$ cat src/rtl/rob_ring_if.sv
// rob_ring_if: dispatch, completion and retire signals of the reorder buffer.
// The master side is the pipeline. The slave side is the ROB.
interface rob_ring_if #(
    parameter int ROB_SIZE     = 16,
    parameter int COMMIT_PORTS = 2,
    parameter int CMPL_PORTS   = 2,
    parameter int PREG_W       = 6,
    parameter int PC_W         = 8
);
    localparam int IDX_W = $clog2(ROB_SIZE);

    // Control
    logic                           flush;

    // Dispatch
    logic                           alloc_valid;
    logic                           alloc_ready;
    logic [PC_W-1:0]                alloc_pc;
    logic [PREG_W-1:0]              alloc_new_preg;
    logic [PREG_W-1:0]              alloc_old_preg;
    logic [IDX_W-1:0]               alloc_idx;

    // Completion
    logic [CMPL_PORTS-1:0]          cmpl_valid;
    logic [CMPL_PORTS*IDX_W-1:0]    cmpl_idx;

    // Retire
    logic [COMMIT_PORTS-1:0]        cmt_valid;
    logic [COMMIT_PORTS*PC_W-1:0]   cmt_pc;
    logic [COMMIT_PORTS*PREG_W-1:0] cmt_new_preg;
    logic [COMMIT_PORTS*PREG_W-1:0] cmt_old_preg;

    // Occupancy
    logic [IDX_W:0]                 count;
    logic                           empty;
    logic                           full;

    modport master (
        output flush, alloc_valid, alloc_pc, alloc_new_preg, alloc_old_preg,
               cmpl_valid, cmpl_idx,
        input  alloc_ready, alloc_idx, cmt_valid, cmt_pc, cmt_new_preg,
               cmt_old_preg, count, empty, full
    );

    modport slave (
        input  flush, alloc_valid, alloc_pc, alloc_new_preg, alloc_old_preg,
               cmpl_valid, cmpl_idx,
        output alloc_ready, alloc_idx, cmt_valid, cmt_pc, cmt_new_preg,
               cmt_old_preg, count, empty, full
    );
endinterface

$ cat src/rtl/rob_ring.sv
// rob_ring: circular reorder buffer.
// Allocation is in order at tail. Completion can arrive out of order by index.
// Up to COMMIT_PORTS entries retire in order from head each cycle.
// head and tail carry an extra wrap bit. This lets full and empty be told
// apart without a separate flag.
module rob_ring #(
    parameter int ROB_SIZE     = 16,
    parameter int COMMIT_PORTS = 2,
    parameter int CMPL_PORTS   = 2,
    parameter int PREG_W       = 6,
    parameter int PC_W         = 8
) (
    input  logic         clk,
    input  logic         rst,
    rob_ring_if.slave    bus
);
    localparam int IDX_W = $clog2(ROB_SIZE);
    localparam int PTR_W = IDX_W + 1;

    // Pointers and per-entry status
    logic [PTR_W-1:0]    head, tail;
    logic [PTR_W-1:0]    head_nxt, tail_nxt;
    logic [PTR_W-1:0]    count;
    logic                full;
    logic [ROB_SIZE-1:0] ent_valid, ent_done;
    logic [ROB_SIZE-1:0] valid_nxt, done_nxt;

    // Entry payload
    logic [PC_W-1:0]     ent_pc       [ROB_SIZE];
    logic [PREG_W-1:0]   ent_new_preg [ROB_SIZE];
    logic [PREG_W-1:0]   ent_old_preg [ROB_SIZE];

    // Per-cycle decisions
    logic                    alloc_fire;
    logic [IDX_W-1:0]        alloc_slot;
    logic [ROB_SIZE-1:0]     cmpl_hit;
    logic [IDX_W-1:0]        cand_idx [COMMIT_PORTS];
    logic [COMMIT_PORTS-1:0] ret_mask;
    logic [PTR_W-1:0]        n_ret;
    logic                    chain;

    // Registered retire outputs
    logic [COMMIT_PORTS-1:0]        cmt_valid_q;
    logic [COMMIT_PORTS*PC_W-1:0]   cmt_pc_q;
    logic [COMMIT_PORTS*PREG_W-1:0] cmt_new_preg_q;
    logic [COMMIT_PORTS*PREG_W-1:0] cmt_old_preg_q;

    // Occupancy and dispatch handshake.
    // alloc_ready uses the pre-edge count, so a slot freed by a retirement
    // this cycle becomes available only on the next cycle.
    assign count      = tail - head;
    assign full       = (count == PTR_W'(ROB_SIZE));
    assign alloc_slot = tail[IDX_W-1:0];
    assign alloc_fire = bus.alloc_valid && !full && !bus.flush;

    assign bus.count        = count;
    assign bus.full         = full;
    assign bus.empty        = (count == '0);
    assign bus.alloc_ready  = !full && !bus.flush;
    assign bus.alloc_idx    = alloc_slot;
    assign bus.cmt_valid    = cmt_valid_q;
    assign bus.cmt_pc       = cmt_pc_q;
    assign bus.cmt_new_preg = cmt_new_preg_q;
    assign bus.cmt_old_preg = cmt_old_preg_q;

    // Decode the completion ports into a one-hot-per-entry hit vector.
    // Duplicate indices simply set the same bit twice.
    always_comb begin
        // NOTE: every always_comb output gets a default before any conditional
        // write. Otherwise a path that skips the assignment infers a latch.
        cmpl_hit = '0;
        for (int p = 0; p < CMPL_PORTS; p++) begin
            if (bus.cmpl_valid[p]) begin
                cmpl_hit[bus.cmpl_idx[p*IDX_W +: IDX_W]] = 1'b1;
            end
        end
    end

    // Select in-order retire candidates.
    // The chain breaks at the first entry that is not valid and done,
    // and it never goes past the occupied range.
    always_comb begin
        ret_mask = '0;
        n_ret    = '0;
        chain    = 1'b1;
        for (int k = 0; k < COMMIT_PORTS; k++) begin
            cand_idx[k] = head[IDX_W-1:0] + IDX_W'(k);
            chain = chain && (PTR_W'(k) < count)
                          && ent_valid[cand_idx[k]] && ent_done[cand_idx[k]];
            ret_mask[k] = chain;
            n_ret       = n_ret + PTR_W'(chain);
        end
    end

    // Next status bits. Steps are applied in this order:
    // complete, retire, allocate, flush.
    // Completion and retirement look only at pre-edge status. So an entry
    // completed this cycle cannot retire until the next one.
    always_comb begin
        valid_nxt = ent_valid;
        done_nxt  = ent_done | (cmpl_hit & ent_valid);
        for (int k = 0; k < COMMIT_PORTS; k++) begin
            if (ret_mask[k]) begin
                valid_nxt[cand_idx[k]] = 1'b0;
                done_nxt[cand_idx[k]]  = 1'b0;
            end
        end
        if (alloc_fire) begin
            valid_nxt[alloc_slot] = 1'b1;
            done_nxt[alloc_slot]  = 1'b0;
        end
        if (bus.flush) begin
            valid_nxt = '0;
            done_nxt  = '0;
        end
    end

    // Next pointer values. A flush returns both pointers to zero.
    always_comb begin
        head_nxt = head + n_ret;
        tail_nxt = tail + PTR_W'(alloc_fire);
        if (bus.flush) begin
            head_nxt = '0;
            tail_nxt = '0;
        end
    end

    // Pointer and status registers.
    always_ff @(posedge clk or posedge rst) begin
        // NOTE: state registers use non-blocking assignments only. Every
        // flop then samples pre-edge values, whatever order the blocks run in.
        if (rst) begin
            head      <= '0;
            tail      <= '0;
            ent_valid <= '0;
            ent_done  <= '0;
        end else begin
            head      <= head_nxt;
            tail      <= tail_nxt;
            ent_valid <= valid_nxt;
            ent_done  <= done_nxt;
        end
    end

    // Payload storage, written on an accepted allocation.
    // NOTE: the payload array has no reset. Its contents mean something only
    // while the entry's valid bit is set, and that bit is reset. Leaving the
    // array out of reset keeps it a plain RAM.
    always_ff @(posedge clk) begin
        if (alloc_fire) begin
            ent_pc[alloc_slot]       <= bus.alloc_pc;
            ent_new_preg[alloc_slot] <= bus.alloc_new_preg;
            ent_old_preg[alloc_slot] <= bus.alloc_old_preg;
        end
    end

    // Register the retire strobes and payload. Reset and flush suppress
    // every strobe. The payload of ports that do not retire is don't-care.
    always_ff @(posedge clk or posedge rst) begin
        if (rst) begin
            cmt_valid_q    <= '0;
            cmt_pc_q       <= '0;
            cmt_new_preg_q <= '0;
            cmt_old_preg_q <= '0;
        end else begin
            cmt_valid_q <= bus.flush ? '0 : ret_mask;
            for (int k = 0; k < COMMIT_PORTS; k++) begin
                cmt_pc_q[k*PC_W +: PC_W]           <= ent_pc[cand_idx[k]];
                cmt_new_preg_q[k*PREG_W +: PREG_W] <= ent_new_preg[cand_idx[k]];
                cmt_old_preg_q[k*PREG_W +: PREG_W] <= ent_old_preg[cand_idx[k]];
            end
        end
    end
endmodule
$ cat src/flat_wrapper.sv
// flat-port wrapper written by rule: the top's interface ports become plain ports
module rob_ring_flat 
#(
    parameter int ROB_SIZE     = 16,
    parameter int COMMIT_PORTS = 2,
    parameter int CMPL_PORTS   = 2,
    parameter int PREG_W       = 6,
    parameter int PC_W         = 8
)
  (clk, rst, bus_flush, bus_alloc_valid, bus_alloc_pc, bus_alloc_new_preg, bus_alloc_old_preg, bus_cmpl_valid, bus_cmpl_idx, bus_alloc_ready, bus_alloc_idx, bus_cmt_valid, bus_cmt_pc, bus_cmt_new_preg, bus_cmt_old_preg, bus_count, bus_empty, bus_full);
  rob_ring_if #(.ROB_SIZE(ROB_SIZE), .COMMIT_PORTS(COMMIT_PORTS), .CMPL_PORTS(CMPL_PORTS), .PREG_W(PREG_W), .PC_W(PC_W)) bus_i ();
  input  logic clk;
  input  logic rst;
  input wire logic [$bits(bus_i.flush)-1:0] bus_flush;
  input wire logic [$bits(bus_i.alloc_valid)-1:0] bus_alloc_valid;
  input wire logic [$bits(bus_i.alloc_pc)-1:0] bus_alloc_pc;
  input wire logic [$bits(bus_i.alloc_new_preg)-1:0] bus_alloc_new_preg;
  input wire logic [$bits(bus_i.alloc_old_preg)-1:0] bus_alloc_old_preg;
  input wire logic [$bits(bus_i.cmpl_valid)-1:0] bus_cmpl_valid;
  input wire logic [$bits(bus_i.cmpl_idx)-1:0] bus_cmpl_idx;
  output wire logic [$bits(bus_i.alloc_ready)-1:0] bus_alloc_ready;
  output wire logic [$bits(bus_i.alloc_idx)-1:0] bus_alloc_idx;
  output wire logic [$bits(bus_i.cmt_valid)-1:0] bus_cmt_valid;
  output wire logic [$bits(bus_i.cmt_pc)-1:0] bus_cmt_pc;
  output wire logic [$bits(bus_i.cmt_new_preg)-1:0] bus_cmt_new_preg;
  output wire logic [$bits(bus_i.cmt_old_preg)-1:0] bus_cmt_old_preg;
  output wire logic [$bits(bus_i.count)-1:0] bus_count;
  output wire logic [$bits(bus_i.empty)-1:0] bus_empty;
  output wire logic [$bits(bus_i.full)-1:0] bus_full;
  assign bus_i.flush = bus_flush;
  assign bus_i.alloc_valid = bus_alloc_valid;
  assign bus_i.alloc_pc = bus_alloc_pc;
  assign bus_i.alloc_new_preg = bus_alloc_new_preg;
  assign bus_i.alloc_old_preg = bus_alloc_old_preg;
  assign bus_i.cmpl_valid = bus_cmpl_valid;
  assign bus_i.cmpl_idx = bus_cmpl_idx;
  assign bus_alloc_ready = bus_i.alloc_ready;
  assign bus_alloc_idx = bus_i.alloc_idx;
  assign bus_cmt_valid = bus_i.cmt_valid;
  assign bus_cmt_pc = bus_i.cmt_pc;
  assign bus_cmt_new_preg = bus_i.cmt_new_preg;
  assign bus_cmt_old_preg = bus_i.cmt_old_preg;
  assign bus_count = bus_i.count;
  assign bus_empty = bus_i.empty;
  assign bus_full = bus_i.full;
  rob_ring #(.ROB_SIZE(ROB_SIZE), .COMMIT_PORTS(COMMIT_PORTS), .CMPL_PORTS(CMPL_PORTS), .PREG_W(PREG_W), .PC_W(PC_W)) u_core (.clk(clk), .rst(rst), .bus(bus_i));
endmodule
$ cat config.mk
export PLATFORM = sky130hd
export DESIGN_NAME = rob_ring_flat
export DESIGN_NICKNAME = d
export VERILOG_FILES = /design/src/rtl/rob_ring_if.sv /design/src/rtl/rob_ring.sv /design/src/flat_wrapper.sv
export SDC_FILE = /design/constraint.sdc
export NUM_CORES = 1
export LEC_CHECK = 0
export CORE_ASPECT_RATIO = 2
export CORE_UTILIZATION = 35
export DETAILED_ROUTE_END_ITERATION = 12
export PLACE_DENSITY = 0.62
export SLEW_MARGIN = 40
export SYNTH_ARGS = -nofsm -noshare
export SYNTH_HDL_FRONTEND = slang
export SYNTH_SLANG_ARGS = --single-unit
$ cat constraint.sdc
create_clock -name clk -period 5.95 [get_ports clk]
set_input_delay 1.19 -clock clk [delete_from_list [all_inputs] [get_ports clk]]
set_output_delay 1.19 -clock clk [all_outputs]
set_load 0.01 [all_outputs]
After elaboration in Yosys (flattened, before gate mapping) --
Memories as Yosys holds them, arrays and structs flattened. A register that Yosys moved wholly into a read port is not among the register bits. Cells that the tools add are included.
Cells by class: add/subtract/negate cells 5, magnitude comparators 12, equal/unequal tests 1, muxes and demuxes 33, bitwise gates (word level) 12, reduce and logical (&&, ||, !) cells 16
Operators with widths (number):
- 16-bit two-way mux | 10
- 16-bit bitwise AND | 6
- 16-bit inverter | 3
- 16-bit OR | 3
- 4-bit by 5-bit < comparator with 1-bit output (second input constant) | 5
- 1-bit demux with 4-bit select | 5
- 4-bit by 1-bit >= comparator with 1-bit output (second input constant) | 5
- 1-bit binary-select mux with 4-bit select | 4
- 1-bit logical AND | 13
- 1-bit two-way mux | 11
- 1-bit by 5-bit < comparator with 1-bit output (first input constant) | 2
- 5-bit two-way mux | 2
- 5-bit by 1-bit adder with 5-bit output | 1
- 5-bit adder | 1
- 5-bit == test (second input constant) | 1
- 5-bit logical NOT | 1
- 5-bit subtractor | 1
- 4-bit by 1-bit adder with 4-bit output (second input constant) | 1
- 1-bit by 1-bit adder with 2-bit output | 1
- 1-bit logical NOT | 2
- 2-bit two-way mux | 1
Storage, ports and cells: register bits after elaboration 44, RAM bits 320, bits of input ports 34, output and inout port bits 54, word-level logic and storage cells 87, memories 3
Memories:
- u_core.ent_pc | words 16, bits a word 8, rd ports 2, clocked after memory_dff 2, wr ports 1, line rob_ring.sv:29 | logic [PC_W-1:0] ent_pc [ROB_SIZE];
- u_core.ent_new_preg | words 16, bits a word 6, rd ports 2, clocked after memory_dff 2, wr ports 1, line rob_ring.sv:30 | logic [PREG_W-1:0] ent_new_preg [ROB_SIZE];
- u_core.ent_old_preg | words 16, bits a word 6, rd ports 2, clocked after memory_dff 2, wr ports 1, line rob_ring.sv:31 | logic [PREG_W-1:0] ent_old_preg [ROB_SIZE];

Depth between registers and ports, before layout --
depth in word-level cells 16, depth in mapped cells 20, gate-level depth less buffers 15

Worst setup path after synthesis --
Ideal clock, no wire load.
path kind register to register, from register u_core.head[1], to register u_core.ent_done[13], library setup time 0.122 ns, arrival 6.254 ns, data required time 5.828 ns, setup slack -0.426 ns, stages on the path, launching flop included 13, path buffers 4, clock period less this slack 6.376 ns, cells stage by stage dfrtp_1 buf_2 buf_2 buf_2 buf_2 inv_1 ha_1 nand2_1 o21ai_1 mux2i_1 a2111oi_0 nor2_1 and4_1
On the way: cells in the longest elaborated chain, start to end 12, elaborated cells between the ends (all ways) 40, those cells by class add/sub: 2; order compare: 6; eq/ne: 1; mux: 16; bitwise: 5; reduce/logical: 10
RTL lines:
- start, declared | line rob_ring.sv:21 | logic [PTR_W-1:0] head, tail;
- start signal, assigned | line rob_ring.sv:138 | head <= head_nxt;
- parallel branches: the longest is 10 deep, another holds 4-bit by 5-bit < comparator with 1-bit output
- 16-bit two-way mux (*) | line rob_ring.sv:108 | if (alloc_fire) begin
- 16-bit two-way mux (*) | line rob_ring.sv:112 | if (bus.flush) begin
- via u_core.done_nxt[13] | line rob_ring.sv:26 | logic [ROB_SIZE-1:0] valid_nxt, done_nxt;
- end signal, assigned | line rob_ring.sv:141 | ent_done <= done_nxt;
- end, declared | line rob_ring.sv:25 | logic [ROB_SIZE-1:0] ent_valid, ent_done;
Mark *: on every way through the listed nets, which the timed path passes. The select of a mux whose other input is x is not followed.

Worst setup path after layout --
from register u_core.head[0], to output bus_empty
On the way: cells in the longest elaborated chain, start to end 2
RTL lines:
- 5-bit subtractor | line rob_ring.sv:51 | assign count = tail - head;
- 5-bit logical NOT | line rob_ring.sv:58 | assign bus.empty = (count == '0);
- end, declared | line flat_wrapper.sv:28 | output wire logic [$bits(bus_i.empty)-1:0] bus_empty;
No other way between the ends.

==> impl_metrics.toml <==
[route]
drt_iter0_markers = 792
num_vias = 10341
drt_wl_total_mm = 50.0
wire_per_inst_um = 28.0
drc = 18
antenna_left = 0
routed_via_density = 5.80
first_pass_iters = 9

[synthesis]
synth.largest_area_cell = "edfxtp_1"
ys.flop_type = "edfxtp_1"
yosys_warnings = 0
syn_avg_cell_area_um2 = 18.8
yosysUniqueCellTypes = 59
syn_area_um2 = 18700
async_reset_ff_frac = 0.208
netlist_instances = 998
synth.top_cell.area_share = 0.513
synth_nets = 1050
ys_ff_latch = 404
ys_seq_area_frac = 0.625
synthTopCellsByArea = "edfxtp_1, mux4_2, dfrtp_1"
synth_edf_count = 320

[finish]
num_antenna_cells = 0
drive_above_1_share = 0.282
seq_area_um2 = 11700
fill_cells = 4688
finish.instance_area_um2 = 21600
area_delta_synth_final_pct = 15.5
finish.utilization = 0.411
multiInputGateArea_um2 = 6620
fin_nets = 1144

[floorplanning]
io_pins = 88
initial_core_util = 0.355
die_h_um = 329
die_w_um = 166
core_area_um2 = 52700
die_area_um2 = 54500
fp-row-count = 119

[global_routing]
antenna_found_initial = 0
grt_max_degree = 59
grt_pass1_wl_mm = 74.1
grt_overflow = 0
grtUsageTotal = 0.187
grt_pass1_vias = 11218

[run_status]
outcome = "complete, but fails checks"
failed_checks = "DRC"

[clock_tree]
postCtsHoldBufs = 0
clk_pin_slew_ns = 0.07
htree_levels = 2
cts.sinks = 404
postCtsSetupRepairBufs = 0
worstSkewPairLatency_ns = 0.55
cts_buffers = 36
cts_max_path_buffers = 3
cts_resized = 0
root_buffer = "clkbuf_16"
cts_tree = "done"

[power_and_ir_drop]
clkPwrFrac = 0.415
powerDensity_nw_per_um2 = 260
vdd_drop_max_v = 0.000177
p_seq_frac = 0.549
sw_frac_of_total = 0.207
p_comb_frac = 0.037
switchingPower_mw = 1.17
power.total_mw = 5.63
leakage_nw = 7.00
internal_power_mw = 4.46

[placed_design]
place_area_um2 = 20500
routabilityCongestion = 0.947
port_buffers = 87
preCtsSetupSlack_ns = 1.38
hpwlAfterDp_mm = 31.7

[setup_path]
worstSetupPathType = "flop to output port"
critPathBufInv = 2
critPathTopFamily = "buffers and inverters"
crit_arrival_ns = 4.02
critPathSlowestCell = "mux2i_1"
crit_path_end_kind = "output port"
slowest_delay_ns = 0.67
required_ns = 4.76
crit_fanout = 14
crit_chain = "ha_1 > fa_1 > xor2_1 > nand4_1 > mux2i_1 > nand2b_1 > inv_1 > clkdlybuf4s50_1"
critPathLaunchType = "flop"

[timing]
worst_slack_ns = 0.736
worstMarginPinSlew_ns = 0.827
slew_viol_final = 0
fin_crit_ns = 5.21
hold_ws_ns = 0.552
skew_ns = 0.0161
period_share = 0.876
grt_setup_unrepaired = "false"
fmax_mhz = 192
hold_violations = 0
max_slew_margin = 0.433
finalSetupViolations = 0

[run]
drv_cap = 0

[min_path]
hold_class = "flop to flop"
-- cells by family (layout without fill, tap and decap cells) --
logic type | after synthesis | in the layout | synth area share
AOI/OAI and AO/OA | 90 | 90 | 0.0336
DFF | 404 | 404 | 0.625
muxes | 203 | 203 | 0.244
adders and majority gates | 18 | 18 | 0.0128
and+or+nand+nor | 163 | 163 | 0.0512
xor gates and xnor gates | 13 | 13 | 0.00708
buffers and inverters | 107 | 228 | 0.0265
-- area by class of cell --
cell class                      count  area share
Multi-Input combinational cell    487       0.306
Tap cell                          665      0.0384
Sequential cell                   404       0.541
Inverter                           42     0.00740
Clock buffer                       47      0.0435
Clock inverter                     18     0.00965
Timing Repair Buffer              121      0.0540
-- registers in the layout, indices dropped and copies added (netlist names) --
signal and flops:
u_core.bus.cmt_new_preg 12, u_core.bus.cmt_old_preg 12, u_core.bus.cmt_pc 16, u_core.bus.cmt_valid 2, u_core.ent_done 16, u_core.ent_new_preg 96, u_core.ent_old_preg 96, u_core.ent_pc 128
u_core.ent_valid 16, u_core.head 5, u_core.tail 5
-- cell usage in the layout, fill, tap and decap left out, types with 5 or more instances in the layout --
master,netlist,routed
mux4_2,200,200
o22ai_1,16,16
and4_1,6,6
nor2_1,25,25
inv_1,41,39
nand2b_1,8,8
a41o_1,9,9
nand3_1,18,18
o41ai_1,5,5
nand3b_1,5,5
a21oi_1,20,20
xor2_1,6,6
clkbuf_1,14,11
nor4_1,17,13
clkbuf_16,0,36
dfrtp_1,84,81
and3_1,8,8
nor2b_1,7,6
buf_4,8,27
or2_2,5,5
clkinv_1,0,5
clkdlybuf4s50_1,0,87
edfxtp_1,320,320
nor3_1,7,7
nand2_1,26,26
buf_6,3,6
ha_1,16,15
o21ai_0,14,14
-- power by group through the flow --
stage	clock (mW)	combinational, mW	sequential, mW
floorplan	0	0.0818	3.15
global placement	0	0.202	3.15
detailed placement	0	0.207	3.15
CTS	2.40	0.209	3.09
global route	2.48	0.223	3.09
finish	2.33	0.206	3.09
-- worst reg2reg max path, delay by kind of cell (launching register included) --
family          cells  cell delay, ns
buf+inv             2            0.12
flops               1            0.57
fa+ha+maj           5            1.53
mux                 1            0.67
xor+xnor            1            0.32
compound gates      1            0.15
simple gates        4            1.14
-- stage by stage --
step / setup TNS, ns / instances
3_3_place_gp: 0 / 1718
2_1_floorplan: -16.53 / 998
3_5_place_dp: 0 / 1719
5_1_grt: 0 / 1784
4_1_cts: 0 / 1784
6_report: 0 / 1784
-- cell usage after synthesis, types with 3 or more instances --
library cell / n
nor4b_2: 4
o22ai_1: 16
and4_1: 6
and3_1: 8
nand2b_1: 8
inv_1: 41
a21oi_1: 20
and2_1: 4
nor4_1: 17
clkbuf_1: 14
and3b_1: 4
nand3_1: 18
o32ai_1: 4
xnor2_1: 6
buf_6: 3
buf_1: 6
o21ai_0: 14
nor3_1: 7
a41o_1: 9
buf_4: 8
or2_2: 5
o41ai_1: 5
nand2_1: 26
buf_2: 34
xor2_1: 6
nor3b_1: 4
mux4_2: 200
a2111oi_0: 4
nor2_1: 25
nand3b_1: 5
dfrtp_1: 84
ha_1: 16
nand4b_1: 3
edfxtp_1: 320
o31ai_1: 4
nor2b_1: 7
-- layer usage --
metal,vias up,global-route usage,routed length (um)
met2,307,0.355,27700
met5,-,0,0
met3,87,0.0229,2060
li1,4364,-,-
met4,0,0.0902,2270
met1,5583,0.205,17900
-- path summary, 6_finish.rpt --
path / depth (start not counted) / slack [ns] / end / from
worst max register to register: 14 / 1.36 / u_core.head[4]$_DFF_PP0_ / u_core.head[0]$_DFF_PP0_
max in group asynchronous: 3 / 3.83 / u_core.ent_valid[13]$_DFF_PP0_ / rst
worst min-delay path: 2 / 0.55 / u_core.ent_valid[8]$_DFF_PP0_ / u_core.ent_valid[8]$_DFF_PP0_
worst min register to register: 2 / 0.55 / u_core.ent_valid[8]$_DFF_PP0_ / u_core.ent_valid[8]$_DFF_PP0_
worst max-delay path: 8 / 0.74 / bus_empty / u_core.head[0]$_DFF_PP0_
min in group asynchronous: 2 / 1.11 / u_core.bus.cmt_new_preg[6]$_DFF_PP0_ / rst
No activity file was read; power rests on OpenSTA's default activity.
